`src/rtl/div_tick_pkg.sv`:
```
// Shared types and defaults for the divider-tap tick timer.
//   timer_state_t : timer FSM encoding (IDLE, RUN, DONE)
//   TAPS_DEF      : default number of divider taps
//   CNT_W_DEF     : default width of the tick count / remaining value
//   sel_width()   : width of a tap select for a given tap count (min 1)
package div_tick_pkg;

    typedef enum logic [1:0] {
        IDLE = 2'd0,
        RUN  = 2'd1,
        DONE = 2'd2
    } timer_state_t;

    localparam int unsigned TAPS_DEF  = 4;
    localparam int unsigned CNT_W_DEF = 8;

    function automatic int unsigned sel_width(input int unsigned n);
        return (n > 1) ? $clog2(n) : 1;
    endfunction

endpackage

```
`src/rtl/tap_edge_det.sv`:
```
// Registered tap history plus select mux; flags a rising edge on the
// selected tap in the current cycle.
//   i_clk     : system clock
//   i_reset   : synchronous active-high reset
//   i_taps    : divider tap outputs, synchronous to i_clk
//   i_sel     : tap to watch this cycle
//   o_edge_c  : combinational rising-edge flag for the selected tap
module tap_edge_det
    import div_tick_pkg::*;
#(
    parameter int unsigned TAPS  = TAPS_DEF,
    parameter int unsigned SEL_W = sel_width(TAPS)
) (
    input  logic             i_clk,
    input  logic             i_reset,
    input  logic [TAPS-1:0]  i_taps,
    input  logic [SEL_W-1:0] i_sel,
    output logic             o_edge_c
);

    logic [TAPS-1:0] r_taps_q;

    // History tracks taps even in reset so a tap already high at release
    // is not mistaken for a fresh edge.
    always_ff @(posedge i_clk) begin
        if (i_reset) begin
            r_taps_q <= i_taps;
        end else begin
            r_taps_q <= i_taps;
        end
    end

    // Both current and previous values come from the same register domain,
    // so switching i_sel cannot manufacture an edge by itself.
    assign o_edge_c = i_taps[i_sel] & ~r_taps_q[i_sel];

endmodule

```
`src/rtl/div_tick_timer.sv`:
```
// Turns rising edges of one selected divider tap into single-cycle ticks
// and runs a one-shot timer that counts a programmed number of those ticks.
//   i_clk       : system clock, all logic on rising edge
//   i_reset     : synchronous active-high reset
//   i_taps      : divider taps (bit0=/2, bit1=/4, bit2=/8, bit3=/16)
//   i_sel       : tap select (latched for the duration of a run)
//   i_start     : one-cycle start request, honoured only in IDLE
//   i_count     : number of ticks to time, sampled with i_start
//   o_tick      : one-cycle pulse per rising edge of the active tap
//   o_busy      : timer running
//   o_done      : one-cycle pulse on expiry
//   o_remaining : ticks left in the current run
module div_tick_timer
    import div_tick_pkg::*;
#(
    parameter int unsigned TAPS  = TAPS_DEF,
    parameter int unsigned CNT_W = CNT_W_DEF,
    parameter int unsigned SEL_W = sel_width(TAPS)
) (
    input  logic             i_clk,
    input  logic             i_reset,
    input  logic [TAPS-1:0]  i_taps,
    input  logic [SEL_W-1:0] i_sel,
    input  logic             i_start,
    input  logic [CNT_W-1:0] i_count,
    output logic             o_tick,
    output logic             o_busy,
    output logic             o_done,
    output logic [CNT_W-1:0] o_remaining
);

    timer_state_t     r_state;
    logic [SEL_W-1:0] r_sel_l;
    logic [CNT_W-1:0] r_remaining;
    logic             r_tick;
    logic             r_busy;
    logic             r_done;
    logic [SEL_W-1:0] w_sel_a;
    logic             w_edge;

    // Live select while idle; latched select while a run is in flight.
    assign w_sel_a = (r_state == IDLE) ? i_sel : r_sel_l;

    tap_edge_det #(
        .TAPS  (TAPS),
        .SEL_W (SEL_W)
    ) u_edge (
        .i_clk    (i_clk),
        .i_reset  (i_reset),
        .i_taps   (i_taps),
        .i_sel    (w_sel_a),
        .o_edge_c (w_edge)
    );

    // Timer FSM; busy/done are registered alongside the state they decode.
    always_ff @(posedge i_clk) begin
        if (i_reset) begin
            r_state     <= IDLE;
            r_sel_l     <= '0;
            r_remaining <= '0;
            r_tick      <= 1'b0;
            r_busy      <= 1'b0;
            r_done      <= 1'b0;
        end else begin
            r_tick <= w_edge;
            case (r_state)
                IDLE: begin
                    if (i_start) begin
                        r_sel_l <= i_sel;
                        if (i_count != '0) begin
                            r_remaining <= i_count;
                            r_state     <= RUN;
                            r_busy      <= 1'b1;
                        end else begin
                            // Zero-length run: report done without going busy.
                            r_remaining <= '0;
                            r_state     <= DONE;
                            r_done      <= 1'b1;
                        end
                    end
                end
                RUN: begin
                    // Only path that decrements; remaining is >= 1 here.
                    if (w_edge) begin
                        r_remaining <= r_remaining - CNT_W'(1);
                        if (r_remaining == CNT_W'(1)) begin
                            r_state <= DONE;
                            r_busy  <= 1'b0;
                            r_done  <= 1'b1;
                        end
                    end
                end
                DONE: begin
                    r_state <= IDLE;
                    r_done  <= 1'b0;
                end
                default: begin
                    r_state <= IDLE;
                    r_busy  <= 1'b0;
                    r_done  <= 1'b0;
                end
            endcase
        end
    end

    assign o_tick      = r_tick;
    assign o_busy      = r_busy;
    assign o_done      = r_done;
    assign o_remaining = r_remaining;

endmodule
```
`config.mk`:
```
export PLATFORM = sky130hd
export DESIGN_NAME = div_tick_timer
export DESIGN_NICKNAME = d
export VERILOG_FILES = /design/src/rtl/div_tick_pkg.sv /design/src/rtl/tap_edge_det.sv /design/src/rtl/div_tick_timer.sv
export SDC_FILE = /design/constraint.sdc
export NUM_CORES = 1
export LEC_CHECK = 0
export ABC_AREA = 1
export CAP_MARGIN = 20
export CORE_MARGIN = 3
export CORE_UTILIZATION = 25
export CTS_CLUSTER_SIZE = 10
export DETAILED_ROUTE_END_ITERATION = 7
export PLACE_DENSITY = 0.43
export SKIP_LAST_GASP = 1
export SLEW_MARGIN = 25
export SYNTH_ARGS = -nofsm -noshare
export SYNTH_HDL_FRONTEND = slang
export SYNTH_SLANG_ARGS = --single-unit
```
`constraint.sdc`:
```
create_clock -name i_clk -period 1.65 [get_ports i_clk]
set_clock_uncertainty 0.2 [all_clocks]
set_input_delay 0.495 -clock i_clk [delete_from_list [all_inputs] [get_ports i_clk]]
set_output_delay 0.495 -clock i_clk [all_outputs]
set_load 0.1 [all_outputs]
```
==> reports/results.txt <==
Mapped Cells: 161
Floorplan die height: 71.2 um
Inst Count DP: 248
Clock buffers created by TritonCTS: 3
Final hold violation count: 0
RD Place Congestion: 0.821
Antenna diode instance count: 0
Register-to-Register Setup Slack: 70 ps
Area of the die: 5070 um^2
Core area: 4060 um^2
Clock-pin slew reported for the worst setup and hold paths after clock tree synthesis: 70 ps
Fraction of the yosys area taken by sequential cells: 35.8%
Row count: 23
Share of the clock period used by the worst path after layout: 97.7%
Largest vdd supply drop: 0.000583 V
Wire length of the first global-routing pass: 4830 um
Fillers: 422
Die width: 71.2 um
DRC violations left: 0
Number of vias per cell after detailed routing: 4.53
Maximum clock insertion buffer count: 2
Unrepaired setup endpoints after global routing: yes
Power density over the cells: 1080 nW/um^2
Antenna violation net count after detailed routing: 0
Root buffer selected by CTS: sky130_fd_sc_hd__clkbuf_8
Outcome: finished clean
Maximum number of pins on one net before global-route repair: 12
Worst-case headroom to the max-slew limit: 78.5%
Distinct cell type count after synthesis: 23
Number of max-cap violations: 0
First-iteration detailed-routing DRC count: 64
Number of H-tree levels: 1
TritonCTS clock tree: done
Required time of the worst setup path: 950 ps
Vias in the first global route: 1105
Global Route Usage Sum: 11.7%
Static Leakage: 0.823 nW
Startpoint Class: register
Critical Path End Type: output port
CP max FO: 4
Slack of the critical path: 38.1 ps
DR pass1 iterations: 4
Slew at the pin closest to its max-slew limit: 323 ps
Min Tclk post-route: 1610 ps
Placement-stage worst setup slack: -468 ps
Initial Utilization: 26.2%
Clock sink total: 19
Layout Cells excl Fill: 256
Syn nets: 180
Post-Synthesis Cell Area: 1060 um^2
Vias: 1159
Fmax: 0.620 GHz
Sum of net half-perimeters after detailed placement: 2270 um
Residual overflow from global routing: 0
Worst Hold Class: in -> reg
Total power: 1.94 mW
Critical path arrival: 920 ps
Hold_buf cts: 0
Number of synthesized register bits: 19
Final setup violation count: 0
I/O Buffers: 27
Post-Route WL: 2970 um
Post-layout net count: 226
Initial antenna violation count: 0
Routed wire length per instance: 11.6 um
I/O pins: 28
Proportion of layout cells with a drive suffix above 1: 40.8%
Average cell area after synthesis: 6.60 um^2
Number of pins exceeding their max-slew limit in the final report: 0
Number of synthesis warnings: 0
Clock latency at the later pin of the worst-skew pair: 250 ps
Area overhead of the layout relative to synthesis: 68.9%
Path type of the worst setup path: reg -> out
[layout make-up]
cell class	instances	area [um^2]	area share, %
tap	50	62.6	3.49
inverter	28	118	6.56
clock buffer	4	45.0	2.51
multi-input combinational	113	667	37.2
sequential	19	408	22.7
timing repair buffer	42	494	27.5
[worst max-delay path, stage by stage, from the launching register on]
cell and delay [ps]:
sky130_fd_sc_hd__dfxtp_4 380, sky130_fd_sc_hd__buf_4 130, sky130_fd_sc_hd__buf_12 160
[logic make-up (layout without fill, tap and decap cells)]
family	Yosys count	after routing	share of synthesized area, %
xor gates and xnor gates	1	1	0.825
and+or+nand+nor	80	81	35.0
adders and majority gates	2	2	2.36
AOI/OAI and AO/OA	29	29	14.6
DFF	19	19	35.8
buffers and inverters	30	74	11.4
[report_power, final]
part	internal (mW)	switching [mW]
combinational	0.387	0.642
sequential	0.523	0.0708
clock	0.171	0.147
[cell usage in the layout, fill, tap and decap left out, types with 2 or more instances in the layout]
master	count
sky130_fd_sc_hd__a21oi_2	2
sky130_fd_sc_hd__clkbuf_8	3
sky130_fd_sc_hd__nand2_1	19
sky130_fd_sc_hd__nor2_2	10
sky130_fd_sc_hd__o21ai_1	12
sky130_fd_sc_hd__dfxtp_1	9
sky130_fd_sc_hd__dlygate4sd2_1	7
sky130_fd_sc_hd__inv_2	7
sky130_fd_sc_hd__o21ai_0	9
sky130_fd_sc_hd__buf_12	11
sky130_fd_sc_hd__nand2_2	10
sky130_fd_sc_hd__nor2_4	2
sky130_fd_sc_hd__a21oi_1	4
sky130_fd_sc_hd__dfxtp_2	4
sky130_fd_sc_hd__nand3_1	7
sky130_fd_sc_hd__dfxtp_4	6
sky130_fd_sc_hd__nor2_1	21
sky130_fd_sc_hd__nand3_2	5
sky130_fd_sc_hd__nand4_1	2
sky130_fd_sc_hd__inv_1	18
sky130_fd_sc_hd__buf_4	15
sky130_fd_sc_hd__clkdlybuf4s50_1	5
sky130_fd_sc_hd__inv_4	2
sky130_fd_sc_hd__dlymetal6s2s_1	4
[flip-flops by register name, indices dropped and copies added, names as in the netlist]
register,count
o_busy,1
o_done,1
o_remaining,8
o_tick,1
r_sel_l,2
r_state,2
u_edge.r_taps_q,4
[synth_stat cells, drive strengths merged]
master  number  area share [%]
a211oi       1            0.71
clkbuf       1            0.35
o21ai       22              10
inv         27             9.5
buf          1            0.71
a21oi        6             3.5
nor3         1            0.47
xor2         1            0.82
ha           2             2.4
nand3b       1            0.71
nand2       30              13
nand4        2             1.2
dfxtp       19              36
nand3       13             8.0
nor2        33              12
clkinv       1            0.82
[path summary, 6_finish.rpt]
path | start | to | cells past startpoint
max reg2reg | r_state[1] | o_remaining[0] | 8
min | i_taps[0] | u_edge.r_taps_q[0] | 1
min reg2reg | o_busy | o_busy | 2
max | o_remaining[0] | o_remaining[0] | 2
[repair_timing]
item                       CTS  global route
pin swaps                   17            19
setup endpoints to repair   12            12
setup buffers                1             2
gates resized for setup     21            35
cloned                       1             0
[through the flow]
step / utilization [%] / hold WS (ps) / setup TNS (ps) / cell area, um^2
2_1_floorplan: - / 244 / -6.51 / 1090
3_3_place_gp: 39.7 / 256 / -5070 / 1610
3_5_place_dp: 39.7 / 270 / -5610 / 1610
4_1_cts: 41.3 / 272 / 0 / 1670
5_1_grt: 44.2 / 272 / -137 / 1790
6_report: 44.2 / 278 / 0 / 1790
[routing by layer]
layer	track usage (%)	part of all wire [%]
met3	3.69	3.9
met4	2.30	1.3
met2	18.7	47
met5	0	0
met1	15.6	48
Note: power is estimated with default switching activity, not from simulation.
